===== src/rtl/seq_div_core.sv =====
// Memory-mapped radix-2 restoring divider for the slot bus, signed or unsigned, one quotient bit per clock.
// Operands are snapshotted at start so software may rewrite them while a division is in flight.
module seq_div_core #(
   parameter int W = 32
) (
   input  logic        clk,
   input  logic        reset,
   input  logic        cs,
   input  logic        read,
   input  logic        write,
   input  logic [4:0]  addr,
   input  logic [31:0] wr_data,
   output logic [31:0] rd_data
);

   localparam logic [1:0] ST_IDLE = 2'd0;
   localparam logic [1:0] ST_RUN  = 2'd1;
   localparam logic [1:0] ST_FIX  = 2'd2;

   localparam logic [2:0] A_DIVIDEND = 3'd0;
   localparam logic [2:0] A_DIVISOR  = 3'd1;
   localparam logic [2:0] A_CTRL     = 3'd2;
   localparam logic [2:0] A_STATUS   = 3'd3;
   localparam logic [2:0] A_QUOT     = 3'd4;
   localparam logic [2:0] A_REM      = 3'd5;

   logic [W-1:0] dividend_r, divisor_r, quot_r, rem_r;
   logic [W-1:0] acc_r, q_r, dsr_mag_r, dvd_snap_r;
   logic         busy_r, done_r, dbz_r, mode_r, neg_q_r, neg_r_r;
   logic [1:0]   state_r;
   logic [5:0]   cnt_r;

   logic         wr_en_s, start_s, dvd_neg_s, dsr_neg_s;
   logic [W-1:0] dvd_mag_s, dsr_mag_s, acc_nxt_s, q_nxt_s, quot_fix_s, rem_fix_s;
   logic [W:0]   shift_s, diff_s;
   logic         unused_s;

   assign unused_s = ^{read, addr[4:3], wr_data};

   function automatic logic [31:0] ext_w(input logic [W-1:0] v, input logic sgn);
      if (sgn) begin
         ext_w = 32'($signed(v));
      end else begin
         ext_w = 32'(v);
      end
   endfunction

   // Start decode, operand magnitudes, one restoring step and the final sign fixup.
   always_comb begin
      wr_en_s   = cs & write;
      start_s   = wr_en_s & (addr[2:0] == A_CTRL) & wr_data[0] & (state_r == ST_IDLE);
      dvd_neg_s = wr_data[1] & dividend_r[W-1];
      dsr_neg_s = wr_data[1] & divisor_r[W-1];
      dvd_mag_s = dvd_neg_s ? -dividend_r : dividend_r;
      dsr_mag_s = dsr_neg_s ? -divisor_r : divisor_r;
      shift_s   = {acc_r, q_r[W-1]};
      diff_s    = shift_s - {1'b0, dsr_mag_r};
      if (diff_s[W] == 1'b0) begin
         acc_nxt_s = diff_s[W-1:0];
         q_nxt_s   = {q_r[W-2:0], 1'b1};
      end else begin
         acc_nxt_s = shift_s[W-1:0];
         q_nxt_s   = {q_r[W-2:0], 1'b0};
      end
      // Divide by zero reports the raw dividend and bypasses the sign fixup.
      if (dbz_r) begin
         quot_fix_s = {W{1'b1}};
         rem_fix_s  = dvd_snap_r;
      end else begin
         quot_fix_s = neg_q_r ? -q_r : q_r;
         rem_fix_s  = neg_r_r ? -acc_r : acc_r;
      end
   end

   // Software-visible operand registers, writable at any time.
   always_ff @(posedge clk or posedge reset) begin
      if (reset) begin
         dividend_r <= {W{1'b0}};
         divisor_r  <= {W{1'b0}};
      end else if (wr_en_s) begin
         case (addr[2:0])
            A_DIVIDEND: dividend_r <= wr_data[W-1:0];
            A_DIVISOR:  divisor_r  <= wr_data[W-1:0];
            default: begin
            end
         endcase
      end
   end

   // Division sequencer: IDLE -> RUN (W steps) -> FIX -> IDLE.
   always_ff @(posedge clk or posedge reset) begin
      if (reset) begin
         state_r    <= ST_IDLE;
         busy_r     <= 1'b0;
         done_r     <= 1'b0;
         dbz_r      <= 1'b0;
         mode_r     <= 1'b0;
         neg_q_r    <= 1'b0;
         neg_r_r    <= 1'b0;
         cnt_r      <= 6'd0;
         acc_r      <= {W{1'b0}};
         q_r        <= {W{1'b0}};
         dsr_mag_r  <= {W{1'b0}};
         dvd_snap_r <= {W{1'b0}};
         quot_r     <= {W{1'b0}};
         rem_r      <= {W{1'b0}};
      end else begin
         case (state_r)
            ST_IDLE: begin
               if (start_s) begin
                  mode_r     <= wr_data[1];
                  dvd_snap_r <= dividend_r;
                  dbz_r      <= (divisor_r == {W{1'b0}});
                  busy_r     <= 1'b1;
                  done_r     <= 1'b0;
                  acc_r      <= {W{1'b0}};
                  q_r        <= dvd_mag_s;
                  dsr_mag_r  <= dsr_mag_s;
                  neg_q_r    <= dvd_neg_s ^ dsr_neg_s;
                  neg_r_r    <= dvd_neg_s;
                  cnt_r      <= 6'(W - 1);
                  state_r    <= ST_RUN;
               end else begin
                  state_r <= ST_IDLE;
               end
            end
            ST_RUN: begin
               acc_r <= acc_nxt_s;
               q_r   <= q_nxt_s;
               if (cnt_r == 6'd0) begin
                  state_r <= ST_FIX;
               end else begin
                  cnt_r <= cnt_r - 6'd1;
               end
            end
            ST_FIX: begin
               quot_r  <= quot_fix_s;
               rem_r   <= rem_fix_s;
               busy_r  <= 1'b0;
               done_r  <= 1'b1;
               state_r <= ST_IDLE;
            end
            default: state_r <= ST_IDLE;
         endcase
      end
   end

   // Read mux; result and operand registers are extended according to the latched mode.
   always_comb begin
      case (addr[2:0])
         A_DIVIDEND: rd_data = ext_w(dividend_r, mode_r);
         A_DIVISOR:  rd_data = ext_w(divisor_r, mode_r);
         A_STATUS:   rd_data = {29'd0, dbz_r, done_r, busy_r};
         A_QUOT:     rd_data = ext_w(quot_r, mode_r);
         A_REM:      rd_data = ext_w(rem_r, mode_r);
         default:    rd_data = 32'd0;
      endcase
   end

endmodule


===== config.mk =====
export PLATFORM = sky130hd
export DESIGN_NAME = seq_div_core
export DESIGN_NICKNAME = d
export VERILOG_FILES = /design/src/rtl/seq_div_core.sv
export SDC_FILE = /design/constraint.sdc
export NUM_CORES = 1
export LEC_CHECK = 0
export ABC_CLOCK_PERIOD_IN_PS = 30900
export CAP_MARGIN = 20
export CORE_UTILIZATION = 52
export CTS_CLUSTER_DIAMETER = 30
export CTS_CLUSTER_SIZE = 30
export DETAILED_ROUTE_END_ITERATION = 8
export PLACE_DENSITY_LB_ADDON = 0.12
export SYNTH_ARGS = -nofsm -noshare
export SYNTH_HDL_FRONTEND = slang
export SYNTH_SLANG_ARGS = --single-unit

===== constraint.sdc =====
create_clock -name clk -period 30.9 [get_ports clk]
set_input_delay 7.725 -clock clk [delete_from_list [all_inputs] [get_ports clk]]
set_output_delay 7.725 -clock clk [all_outputs]
set_load 0.02 [all_outputs]

==> results.tsv <==
metric	value	unit
outcome	finished, final reports clean	
number of clock sinks	269	
clk_lat worst skew	0.57	ns
Crit Reg-Reg Endpoint	acc_r[11]	
# Post-CTS Setup Buffers	0	
pwr/cell area	110	nW/um^2
setup TNS	0	ns
CTS buffer count	71	
dpl hpwl	30.1	mm
cts repair resizes	0	
max-cap viol count	0	
sequential area share after synthesis	42.8	%
synth warn	0	
Max H-tree Level	3	
drt wl/cell	21.0	microns
syn_area_per_cell	9.10	sq um
Gate Count Post-Synth	1730	
Crit Path Max Fanout	30	
hold endpoint	dvd_snap_r[13]	
Top FF cell, synth	dfrtp_1	
Finished Layout Cells	2235	
Ports	74	
DR DRC count	0	
R2R Path Start	q_r[31]	
final WL	47.0	mm
hold depth	2	
Die Ht	176	microns
RSZ-0062 raised after global routing	no	
CP Data Arrival Time	10.28	ns
total leakage power	0.00842	uW
vias in the first global route	13500	
Die X-Extent	176	microns
Starting Density	53.0	%
layout cell share with drive strength beyond 1	13.3	%
GP Congestion	0.894	
DR vias	13500	
Slew @ Worst Pin	1.00	ns
first-pass GRT wire length	75.0	mm
Mapped Area	15700	sq um
CTS tree	done	
register bit total from synthesis	269	
fin. max-slew vios	0	
maximum VDD drop	0.0599	mV
Max clock buf depth	3	
setup violators final	0	
Max Clk Rate	55.5	MHz
critical path class	input port to output port	
WL met3	2.96	mm
Hold Path Class	flop to flop	
reg-to-reg slack, setup	26.92	ns
Reg clk slew, reported paths	0.05	ns
kind of start point of the critical path	input port	
met2 wire len	22.2	mm
Post-synth EDFFs	0	
Core Region	29700	sq um
Worst Path Required	23.18	ns
Total GRT Usage	31.4	%
DR iter-0 viols	1019	
ys async rst share	100	%
hold_sp	dvd_snap_r[13]	
DR vias/cell	6.05	
ANT nets after route	0	
initial antenna violation count	1	
Port Buf Inserts	70	
Max transition margin	32.1	%
Metal-1 WL	20.0	mm
# placed instances	2103	
P&R area growth vs syn	23.3	%
site row count	63	
Worst Setup End Kind	output port	
CTS Hold Bufs	0	
pin count of the biggest net entering global routing	128	
CTS root buf	clkbuf_16	
Setup Skew	0.0215	ns
total die area	31000	sq um
Net Count, Synth	1811	
Initial DRT Pass Iterations	5	
fin crit period	18.01	ns
max layer used	met4	
post-synthesis cell type count	70	
Remaining Overflow, GRT	0	
Final period util	58.3	%
Final #Nets	1868	
Worst Reg-to-Reg Cells	13	
Final Hold Vio Count	0	
fillers	2398	
==> layer usage <==
layer	vias up	global-route usage, %
met1	6649	41.2
li1	6280	-
met3	109	6.05
met5	-	0
met2	489	50.0
met4	0	14.7
==> registers in the layout, indices dropped and copies added, names as in the netlist <==
| name | count |
|---|---|
| acc_r | 32 |
| dividend_r | 32 |
| divisor_r | 32 |
| dsr_mag_r | 32 |
| dvd_snap_r | 32 |
| q_r | 32 |
| quot_r | 32 |
| rem_r | 32 |
| cnt_r | 6 |
| state_r | 2 |
| busy_r | 1 |
| dbz_r | 1 |
| done_r | 1 |
| neg_q_r | 1 |
| neg_r_r | 1 |
==> power by group <==
part	internal [uW]	switching, uW
Clock	564	240
Sequential	452	142
Combinational	321	409
Total	1340	791
==> kinds of logic (layout without fill, tap and decap cells) <==
logic type      Yosys count  after routing  share of synthesized area, %
compound gates          492            492                          19.8
xor+xnor                148            148                          8.24
fa+ha+maj                39             39                          3.15
buf+inv                 165            279                          4.13
flops                   269            269                          42.8
mux                      93             93                          6.41
other cells               0              1                             0
simple gates            524            524                          15.5
==> stage by stage <==
stage	worst slack [ns]	utilization, %	total power, uW	cell area (sq um)	hold slack [ns]
finish	12.89	65.3	2130	19400	0.471
global route	12.77	65.3	2260	19400	0.496
CTS	12.93	65.2	2130	19400	0.475
detailed placement	12.96	56.4	1310	16700	0.463
global placement	13.00	56.2	1300	16700	0.458
floorplan	13.87	-	1120	15700	0.435
==> worst max-delay path: stages <==
cell             delay (ns)
clkdlybuf4s50_1        0.70
nor2b_1                0.30
nor2b_2                0.18
buf_4                  0.42
a221o_1                0.32
clkdlybuf4s50_1        0.63
==> how the worst max path moves through the flow <==
stage | startpoint | end | cells past startpoint
3_3_place_gp | addr[0] | rd_data[19] | 6
2_1_floorplan | addr[0] | rd_data[12] | 6
5_1_grt | addr[0] | rd_data[19] | 6
3_5_place_dp | addr[0] | rd_data[19] | 6
6_report | addr[0] | rd_data[19] | 6
4_1_cts | addr[0] | rd_data[19] | 6
==> cell type report <==
cell class	instances	area [sq um]	share of cell area [%]
clock buffers	86	1920	9.91
well taps	390	488	2.51
flip-flops and latches	269	6730	34.7
repair buffers	93	933	4.81
multi-input cells	1296	8400	43.3
diodes	1	2.50	0.0129
clock inverters	44	708	3.65
inverters	56	218	1.12
==> cell usage after synthesis (3+ instances only) <==
cell | instances | area [sq um]
nand4_1 | 5 | 31.3
a22o_1 | 30 | 263
nand2_1 | 245 | 920
ha_1 | 38 | 475
or4_1 | 11 | 82.6
xor2_1 | 84 | 736
o41ai_1 | 14 | 123
nand4b_1 | 3 | 26.3
nor2_1 | 121 | 454
o21ai_1 | 34 | 170
nor4_1 | 9 | 56.3
and2_1 | 7 | 43.8
a31oi_1 | 6 | 37.5
xnor2_1 | 64 | 561
mux2i_1 | 31 | 310
buf_6 | 4 | 45.0
inv_1 | 56 | 210
nand3_1 | 34 | 170
o21ai_0 | 150 | 751
a21o_1 | 6 | 45.0
a21oi_1 | 124 | 621
a221o_1 | 32 | 320
dfrtp_1 | 269 | 6730
o211ai_1 | 3 | 22.5
o31ai_1 | 19 | 143
nor2b_1 | 16 | 100
mux2_2 | 62 | 698
o21bai_1 | 5 | 37.5
and3_1 | 6 | 37.5
nor3_1 | 20 | 100
clkbuf_1 | 95 | 357
a22oi_1 | 36 | 270
nor3b_1 | 3 | 22.5
or3_1 | 8 | 50.1
buf_1 | 10 | 37.5
or4_4 | 7 | 78.8
nand2b_1 | 12 | 75.1
o22ai_1 | 5 | 31.3
o21a_1 | 4 | 30.0
or2_2 | 3 | 18.8
==> cells in the final DEF (no fill, tap or decap), types with 6 or more instances in the layout <==
cell type / count
a22oi_1: 36
and3_1: 6
clkbuf_16: 71
o41ai_1: 14
clkinv_2: 13
nor3_1: 19
nand2b_1: 10
dfrtp_1: 268
nor4_1: 9
or4_4: 7
o31ai_1: 19
xnor2_1: 64
inv_1: 55
mux2_2: 62
ha_1: 38
nand3_1: 34
o21ai_1: 34
clkdlybuf4s50_1: 70
bufinv_16: 14
or4_1: 11
a21o_1: 6
clkbuf_1: 6
a22o_1: 30
a31oi_1: 6
a221o_1: 32
nand2_1: 245
nor2_1: 119
nor2b_1: 11
or3_1: 8
clkbuf_8: 9
and2_1: 7
o21ai_0: 150
xor2_1: 84
buf_4: 20
a21oi_1: 124
mux2i_1: 31
(Power assumes the default switching activity.)
